### src/rtl/instr_fetch_unit.sv
// Instruction fetch unit: accepts PC addresses, issues one outstanding read to
// instruction memory, buffers returned words in a small FIFO and hands them to
// decode tagged with their fetch address. FLUSH discards buffered and in-flight
// fetches.
module instr_fetch_unit #(
  parameter int unsigned ADDR_W = 32,
  parameter int unsigned DATA_W = 32,
  parameter int unsigned DEPTH  = 2
) (
  input  logic              CLK,
  input  logic              RESET,
  input  logic [ADDR_W-1:0] PC_out,
  input  logic              PC_VALID,
  output logic              PC_READY,
  input  logic              FLUSH,
  output logic              MEM_REQ,
  output logic [ADDR_W-1:0] MEM_ADDR,
  input  logic              MEM_GNT,
  input  logic              MEM_RVALID,
  input  logic [DATA_W-1:0] MEM_RDATA,
  output logic              IR_VALID,
  output logic [DATA_W-1:0] IR,
  output logic [ADDR_W-1:0] IR_PC,
  input  logic              IR_READY,
  output logic              MISALIGN
);

  localparam int unsigned PtrW = $clog2(DEPTH);
  localparam int unsigned CntW = PtrW + 1;

  typedef enum logic [1:0] {
    StIdle,
    StReq,
    StWait
  } state_e;

  state_e            state_q, state_d;
  logic              drop_q, drop_d;
  logic [ADDR_W-1:0] mem_addr_q, mem_addr_d;
  logic              misalign_q, misalign_d;

  logic [CntW-1:0]   count_q, count_d;
  logic [PtrW-1:0]   wr_ptr_q, wr_ptr_d;
  logic [PtrW-1:0]   rd_ptr_q, rd_ptr_d;
  logic [DATA_W-1:0] buf_data_q [DEPTH];
  logic [ADDR_W-1:0] buf_addr_q [DEPTH];

  logic full;
  logic accept;
  logic aligned;
  logic push;
  logic pop;

  // Handshake qualifiers; FLUSH overrides accept, push and pop.
  always_comb begin
    full     = (count_q == CntW'(DEPTH));
    // Slot availability uses start-of-cycle count: no IR_READY -> PC_READY path.
    PC_READY = RESET && (state_q == StIdle) && !full && !FLUSH;
    accept   = PC_VALID && PC_READY;
    aligned  = (PC_out[1:0] == 2'b00);
    IR_VALID = (count_q != '0);
    pop      = IR_VALID && IR_READY && !FLUSH;
    push     = (state_q == StWait) && MEM_RVALID && !drop_q && !FLUSH;
  end

  // Fetch FSM next-state: idle -> request -> wait for response.
  always_comb begin
    state_d    = state_q;
    drop_d     = drop_q;
    mem_addr_d = mem_addr_q;
    misalign_d = accept && !aligned;
    unique case (state_q)
      StIdle: begin
        if (accept && aligned) begin
          mem_addr_d = PC_out;
          state_d    = StReq;
        end
      end
      StReq: begin
        // Request is never withdrawn; a flush only marks the response for discard.
        if (FLUSH) drop_d = 1'b1;
        if (MEM_GNT) state_d = StWait;
      end
      StWait: begin
        if (MEM_RVALID) begin
          // Response consumed here, so any pending discard is done.
          drop_d  = 1'b0;
          state_d = StIdle;
        end else if (FLUSH) begin
          drop_d = 1'b1;
        end
      end
      default: state_d = StIdle;
    endcase
  end

  // FIFO pointer and occupancy next-state.
  always_comb begin
    count_d  = count_q;
    wr_ptr_d = wr_ptr_q;
    rd_ptr_d = rd_ptr_q;
    if (FLUSH) begin
      count_d  = '0;
      rd_ptr_d = wr_ptr_q;
    end else begin
      count_d = count_q + CntW'(push) - CntW'(pop);
      if (push) wr_ptr_d = wr_ptr_q + PtrW'(1);
      if (pop)  rd_ptr_d = rd_ptr_q + PtrW'(1);
    end
  end

  // Control state registers.
  always_ff @(posedge CLK or negedge RESET) begin
    if (!RESET) begin
      state_q    <= StIdle;
      drop_q     <= 1'b0;
      mem_addr_q <= '0;
      misalign_q <= 1'b0;
      count_q    <= '0;
      wr_ptr_q   <= '0;
      rd_ptr_q   <= '0;
    end else begin
      state_q    <= state_d;
      drop_q     <= drop_d;
      mem_addr_q <= mem_addr_d;
      misalign_q <= misalign_d;
      count_q    <= count_d;
      wr_ptr_q   <= wr_ptr_d;
      rd_ptr_q   <= rd_ptr_d;
    end
  end

  // Buffer storage; cleared on reset so IR/IR_PC read zero.
  always_ff @(posedge CLK or negedge RESET) begin
    if (!RESET) begin
      for (int i = 0; i < int'(DEPTH); i++) begin
        buf_data_q[i] <= '0;
        buf_addr_q[i] <= '0;
      end
    end else if (push) begin
      buf_data_q[wr_ptr_q] <= MEM_RDATA;
      buf_addr_q[wr_ptr_q] <= mem_addr_q;
    end
  end

  // Output drive.
  always_comb begin
    MEM_REQ  = (state_q == StReq);
    MEM_ADDR = mem_addr_q;
    IR       = buf_data_q[rd_ptr_q];
    IR_PC    = buf_addr_q[rd_ptr_q];
    MISALIGN = misalign_q;
  end

endmodule

### config.mk
export PLATFORM = sky130hd
export DESIGN_NAME = instr_fetch_unit
export DESIGN_NICKNAME = d
export VERILOG_FILES = /design/src/rtl/instr_fetch_unit.sv
export SDC_FILE = /design/constraint.sdc
export NUM_CORES = 1
export LEC_CHECK = 0
export CAP_MARGIN = 10
export CORE_ASPECT_RATIO = 1.2
export CORE_UTILIZATION = 45
export CTS_CLUSTER_DIAMETER = 120
export CTS_CLUSTER_SIZE = 16
export DETAILED_ROUTE_END_ITERATION = 12
export PLACE_DENSITY = 0.73
export REMOVE_ABC_BUFFERS = 1
export SYNTH_ARGS = -nofsm -noshare
export SYNTH_HDL_FRONTEND = slang
export SYNTH_SLANG_ARGS = --single-unit
### constraint.sdc
create_clock -name CLK -period 3.1 [get_ports CLK]
set_clock_uncertainty 0.15 [all_clocks]
set_input_delay 0.31 -clock CLK [delete_from_list [all_inputs] [get_ports CLK]]
set_output_delay 0.31 -clock CLK [all_outputs]
set_load 0.03 [all_outputs]
==> metrics.csv, run 1 <==
metric,value,unit
synth_top_family_by_area,multiplexers,
rsz0062_at_grt,no,
power_frac_comb,0.382,
ys_types,30,
floorplan.initialDensity,0.4602,
dieArea,16510,sq um
critPathLaunchType,flop,
period_needed,2.829,ns
layout.nets,704,
fmax,353.5,MHz
synthSimpleGateAreaFrac,0.01825,
tritoncts,built,
yosysSeqAreaShare,0.5840,
synth-compound-area-share,0.005736,
synthMuxAreaShare,0.3508,
postCtsSetupBuffers,0,
rows,50,
drtIter0Drc,165,
antenna_found_initial,0,
worst_ep_required_time,2.64,ns
vias,4296,
hold_class,input pin to async pin,
cts-root-buf,clkbuf_16,
slew_viol_final,0,
htreeDepth,4,
min_period_over_period,0.9125,
cts-resized-gates,0,
syn_inst,453,
synth_top_area_cell,dfrtp_1,
worstPathMaxFanout,24,
slew-limit-headroom,0.5422,
synth_fa_ha_area_frac,0.01043,
crit_path_end_kind,output port,
status,finished clean,
synth_xor_area_frac,0.004867,
worstSkewPairLatency,0.42,ns
power_frac_seq,0.373,
die_w,117.5,um
clkTransAtPathRegs,0.06,ns
gp_congestion,0.7464,
clk_path_buf_depth,2,
cts_made_buffers,17,
ios,171,
grt_max_degree,123,
setup_viol,0,
cp_data_arrival_time,2.37,ns
synth_area,7198,sq um
wl,15.03,mm
drc,0,
overflow,0,
p_leak,4.641,nW
power_density,906.0,nW/um^2
coreArea,15640,sq um
p_int,0.005874,W
grt.total_usage,0.1901,
syn2layout_area_growth,35.53,%
crit_type,flop to output port,
cp_slowest_cell,dfrtp_2,
routedWlPerCell,17.77,um
syn_avg_cell_area,15.89,sq um
path_delay_family,buffers and inverters,
crit_buf_inv,2,
cap_violations,0,
worst_path_largest_cell_delay,0.69,ns
dp_hpwl,9.921,mm
path_cells,"buf_12, mux2_2, clkdlybuf4s50_1",
clock_sinks,168,
vdd_drop_max,0.5089,mV
synthTopCellsByArea,"dfrtp_1 58%, mux2_2 25%, mux2_1 9.4%, buf_4 1.7%, ha_1 1.0%",
swShare,0.3354,
synth_warnings,0,
portBuffers,170,
final.setup.tns,0,ns
die_h,140.5,um
tightest_slew,0.6866,ns
p_total,0.008839,W
clkPwrFrac,0.245,
drtPass1Iterations,4,
grt_pass1_wl,24.43,mm
hold_viol,0,
synth-seq-cells,168,
antenna_cells,0,
drive_above_1_share,0.3292,
avgViaCountPerCell,5.078,
ant_nets,0,
p_sw,0.002965,W
synth_top_area_frac,0.5840,
grt_pass1_vias,4756,
-- power by group through the flow --
stage | clock network, W | logic, W | registers, W
finish | 0.00216 | 0.00338 | 0.00330
global route | 0.00229 | 0.00356 | 0.00340
CTS | 0.00220 | 0.00342 | 0.00331
detailed placement | 0 | 0.00340 | 0.00334
global placement | 0 | 0.00335 | 0.00329
floorplan | 0 | 0.00167 | 0.00362
-- sequential cells by signal, summed over array words and instances, names as in the netlist --
register	cells
buf_addr_q	64
buf_data_q	64
MEM_ADDR	32
count_q	2
state_q	2
MISALIGN	1
drop_q	1
rd_ptr_q	1
wr_ptr_q	1
-- layout by cell type, fill, tap and decap left out, types with 2 or more instances in the layout --
master / count
inv_1: 5
clkbuf_8: 4
buf_12: 6
clkdlybuf4s50_1: 169
bufinv_16: 3
mux2_1: 60
mux2_2: 162
clkbuf_16: 17
nand2b_1: 2
nor2_1: 2
dfrtp_1: 167
xnor2_1: 2
nand2_1: 2
buf_4: 2
xor2_1: 2
clkinv_2: 3
ha_1: 6
nor2b_1: 3
-- routing by layer --
metal / share of wire / vias to the layer above / global-route usage
li1: - / 1961 / -
met3: 0.040 / 22 / 0.04438
met4: 0.024 / 0 / 0.08232
met2: 0.51 / 104 / 0.3282
met1: 0.42 / 2209 / 0.2270
met5: 0 / - / 0
-- path summary, 6_finish.rpt --
check                                                start                    endpoint  slack (ns)  depth (start not counted)
worst max register to register      state_q[0]$_DFFE_PN0P_  buf_data_q[28]$_DFFE_PN0P_        0.89                          7
min in group CLK                buf_addr_q[22]$_DFFE_PN0P_  buf_addr_q[22]$_DFFE_PN0P_        0.34                          1
max in group asynchronous                            RESET     MEM_ADDR[9]$_DFFE_PN0P_        1.23                          4
worst min register to register  buf_addr_q[22]$_DFFE_PN0P_  buf_addr_q[22]$_DFFE_PN0P_        0.34                          1
worst min-delay path                                 RESET        count_q[0]$_DFF_PN0_        0.12                          2
worst max-delay path                  rd_ptr_q$_DFFE_PN0P_                   IR_PC[19]        0.27                          3
-- kinds of logic (layout without fill, tap and decap cells) --
| family | Yosys count | count (layout) |
|---|---|---|
| multiplexers | 224 | 224 |
| adder cells (fa/ha/maj) | 6 | 6 |
| XOR/XNOR | 4 | 4 |
| flip-flops | 168 | 168 |
| AO/OA/AOI/OAI | 5 | 5 |
| buffers and inverters | 30 | 215 |
| AND/OR/NAND/NOR | 16 | 16 |
-- synthesized netlist by cell type, drive strengths merged --
cell and count:
inv 6, nor2 3, o221ai 1, buf 22, mux2i 1, and4 1, dfrtp 168, or2 1
clkbuf 2, nor2b 3, nand2 3, o21ai 1, nand2b 2, nor4b 1, mux2 223, o211a 1
xor2 2, ha 6, a31oi 1, nand4bb 1, a21oi 1, and4b 1, xnor2 2
-- through the flow --
stage                       util  cell area [sq um]  worst slack, ns  instances  hold slack [ns]
after detailed placement  0.5844               9140           0.5358        815         -0.02431
after CTS                 0.6238               9756           0.2187        846           0.1044
final                     0.6238               9756           0.2711        846           0.1177
after global routing      0.6238               9756           0.1586        846           0.1105
after global placement    0.5844               9140           0.5737        815         -0.02419
after floorplan                -               7034           0.5163        429          -0.1356
-- cell type report --
| cell class | count | area [sq um] |
|---|---|---|
| fill | 1209 | 5884 |
| sequential | 168 | 4205 |
| multi-input combinational | 255 | 2814 |
| timing repair buffer | 179 | 1848 |
| clock buffer | 22 | 484.2 |
| tap | 208 | 260.3 |
| clock inverter | 8 | 121.4 |
| inverter | 6 | 22.52 |
-- worst register-to-register path, cell delays in order (launching register included) --
cell	delay, ns
dfrtp_1	0.38
inv_1	0.10
ha_1	0.27
nand4bb_4	0.15
inv_2	0.06
nand2_4	0.29
buf_4	0.34
mux2_1	0.36
-- repair_timing --
item	in CTS	in global routing
hold endpoints to repair	124	0
setup endpoints to repair	0	0
hold buffers	1	0
(Power assumes the default switching activity.)
==> inputs of run 2 (changes only) <==
TNS_END_PERCENT = 10   (was unset)
==> results of run 2 <==
The final DEF is identical to that of run 1; final timing and power are the same.
==> inputs of run 3 (changes only) <==
CORE_UTILIZATION = 54   (was 45)
PLACE_DENSITY = 0.86   (was 0.73)
==> run 3 against run 2 <==
Sequential power barely moved. Utilization rose by 13 points. Critical endpoint is now IR_PC[24]. Final cell count fell by 5.0%. Highest routed layer unchanged. Largest cell class unchanged. Sequential share of layout area rose by 0.43 points. Sequential cell count did not move.
==> metrics.csv, run 3 (synthesis gave the netlist of run 1 again) <==
metric,value,unit
critPathLaunchType,flop,
dpl.cell_count,773,
cp_data_arrival_time,2.25,ns
ant_nets,0,
postCtsHoldBufs,1,
portBuffers,170,
design_area,9659,sq um
worst_ep_required_time,2.64,ns
die_h,128.5,um
grt.total_usage,0.2337,
drc,0,
rows,45,
grt_pass1_wl,24.51,mm
worstPathMaxFanout,35,
postCtsSetupBuffers,0,
min_period_over_period,0.8726,
power_density,917.2,nW/um^2
vias,4328,
slew-limit-headroom,0.3682,
placedInstanceArea,9032,sq um
coreArea,12840,sq um
clk_path_buf_depth,2,
routedWlPerCell,18.65,um
final_cell_mix,"169 x clkdlybuf4s50_1, 167 x dfrtp_1, 162 x mux2_2",
p_leak,4.616,nW
worstSkewPairLatency,0.41,ns
ios,171,
crit_type,flop to output port,
tightest_slew,0.9477,ns
drive_above_1_share,0.3297,
drtIter0Drc,106,
overflow,0,
cap_violations,0,
grt_max_degree,79,
hold_class,input pin to async pin,
hold_viol,0,
cts_made_buffers,17,
crit_path_end_kind,output port,
vdd_drop_max,0.5574,mV
cts-resized-gates,0,
syn2layout_area_growth,34.19,%
final.setup.tns,0,ns
dp_hpwl,10.27,mm
grt_pass1_vias,4913,
gp_congestion,0.7994,
htreeDepth,4,
drtPass1Iterations,4,
rsz0062_at_grt,no,
setup_viol,0,
clock_sinks,168,
antenna_found_initial,0,
floorplan.initialDensity,0.5607,
layout.nets,706,
dieArea,13800,sq um
tritoncts,built,
final_common_cell,clkdlybuf4s50_1,
cts-root-buf,clkbuf_16,
finish.utilization,0.7524,
die_w,107.4,um
p_total,0.008859,W
wl,14.99,mm
fin_cells,804,
period_needed,2.705,ns
fmax,369.7,MHz
antenna_cells,0,
avgViaCountPerCell,5.383,
slew_viol_final,0,
status,finished clean,
clkTransAtPathRegs,0.07,ns
## run 3: cell types whose count changed in the layout (fill, tap and decap cells not counted), moves of 2 or more
cell      delta
buf_4        +7
buf_12       -5
clkbuf_8     -3
clkinv_2     -3
inv_6        +2
## run 3: per-layer routing
layer	global-route usage	wire, um
met1	0.2773	6011
met4	0.07816	294
met5	0	0
met2	0.4182	8038
met3	0.05420	647
## run 3: cell type report
cell class	instances	area (sq um)
Timing Repair Buffer	181	1800
Sequential cell	168	4205
Clock buffer	20	446.7
Clock inverter	10	170.2
Inverter	6	22.52
Tap cell	164	205.2
Multi-Input combinational cell	255	2809
Fill cell	829	3178
## run 3: critical path, stage by stage, from the launching register on
cell and delay (ns):
dfrtp_2 0.35, buf_4 0.42, mux2_2 0.40, clkdlybuf4s50_1 0.62
## run 3: per-stage QoR
| step | worst slack [ns] | hold slack (ns) |
|---|---|---|
| after detailed placement | 0.5373 | 0.08628 |
| after floorplan | 0.5163 | -0.1356 |
| after global placement | 0.6054 | 0.07728 |
| final | 0.3949 | 0.2135 |
| after CTS | 0.3813 | 0.2158 |
| after global routing | 0.3122 | 0.2349 |
## run 3: path summary, 6_finish.rpt
| check | startpoint | to | slack, ns | cells past startpoint |
|---|---|---|---|---|
| max | rd_ptr_q$_DFFE_PN0P_ | IR_PC[24] | 0.39 | 3 |
| min | RESET | buf_data_q[40]$_DFFE_PN0P_ | 0.21 | 2 |
| max reg2reg | state_q[1]$_DFFE_PN0P_ | MEM_ADDR[8]$_DFFE_PN0P_ | 0.80 | 6 |
| min reg2reg | buf_addr_q[17]$_DFFE_PN0P_ | buf_addr_q[17]$_DFFE_PN0P_ | 0.34 | 1 |
| max in group asynchronous | RESET | buf_data_q[22]$_DFFE_PN0P_ | 1.31 | 3 |
| min in group CLK | PC_VALID | MISALIGN$_DFF_PN0_ | 0.32 | 2 |
## run 3: power breakdown
group          internal, W  switching [W]  total (W)
Combinational      0.00167        0.00173    0.00339
Sequential         0.00284       0.000431    0.00327
Clock              0.00137       0.000827    0.00220
Total              0.00587        0.00298    0.00886
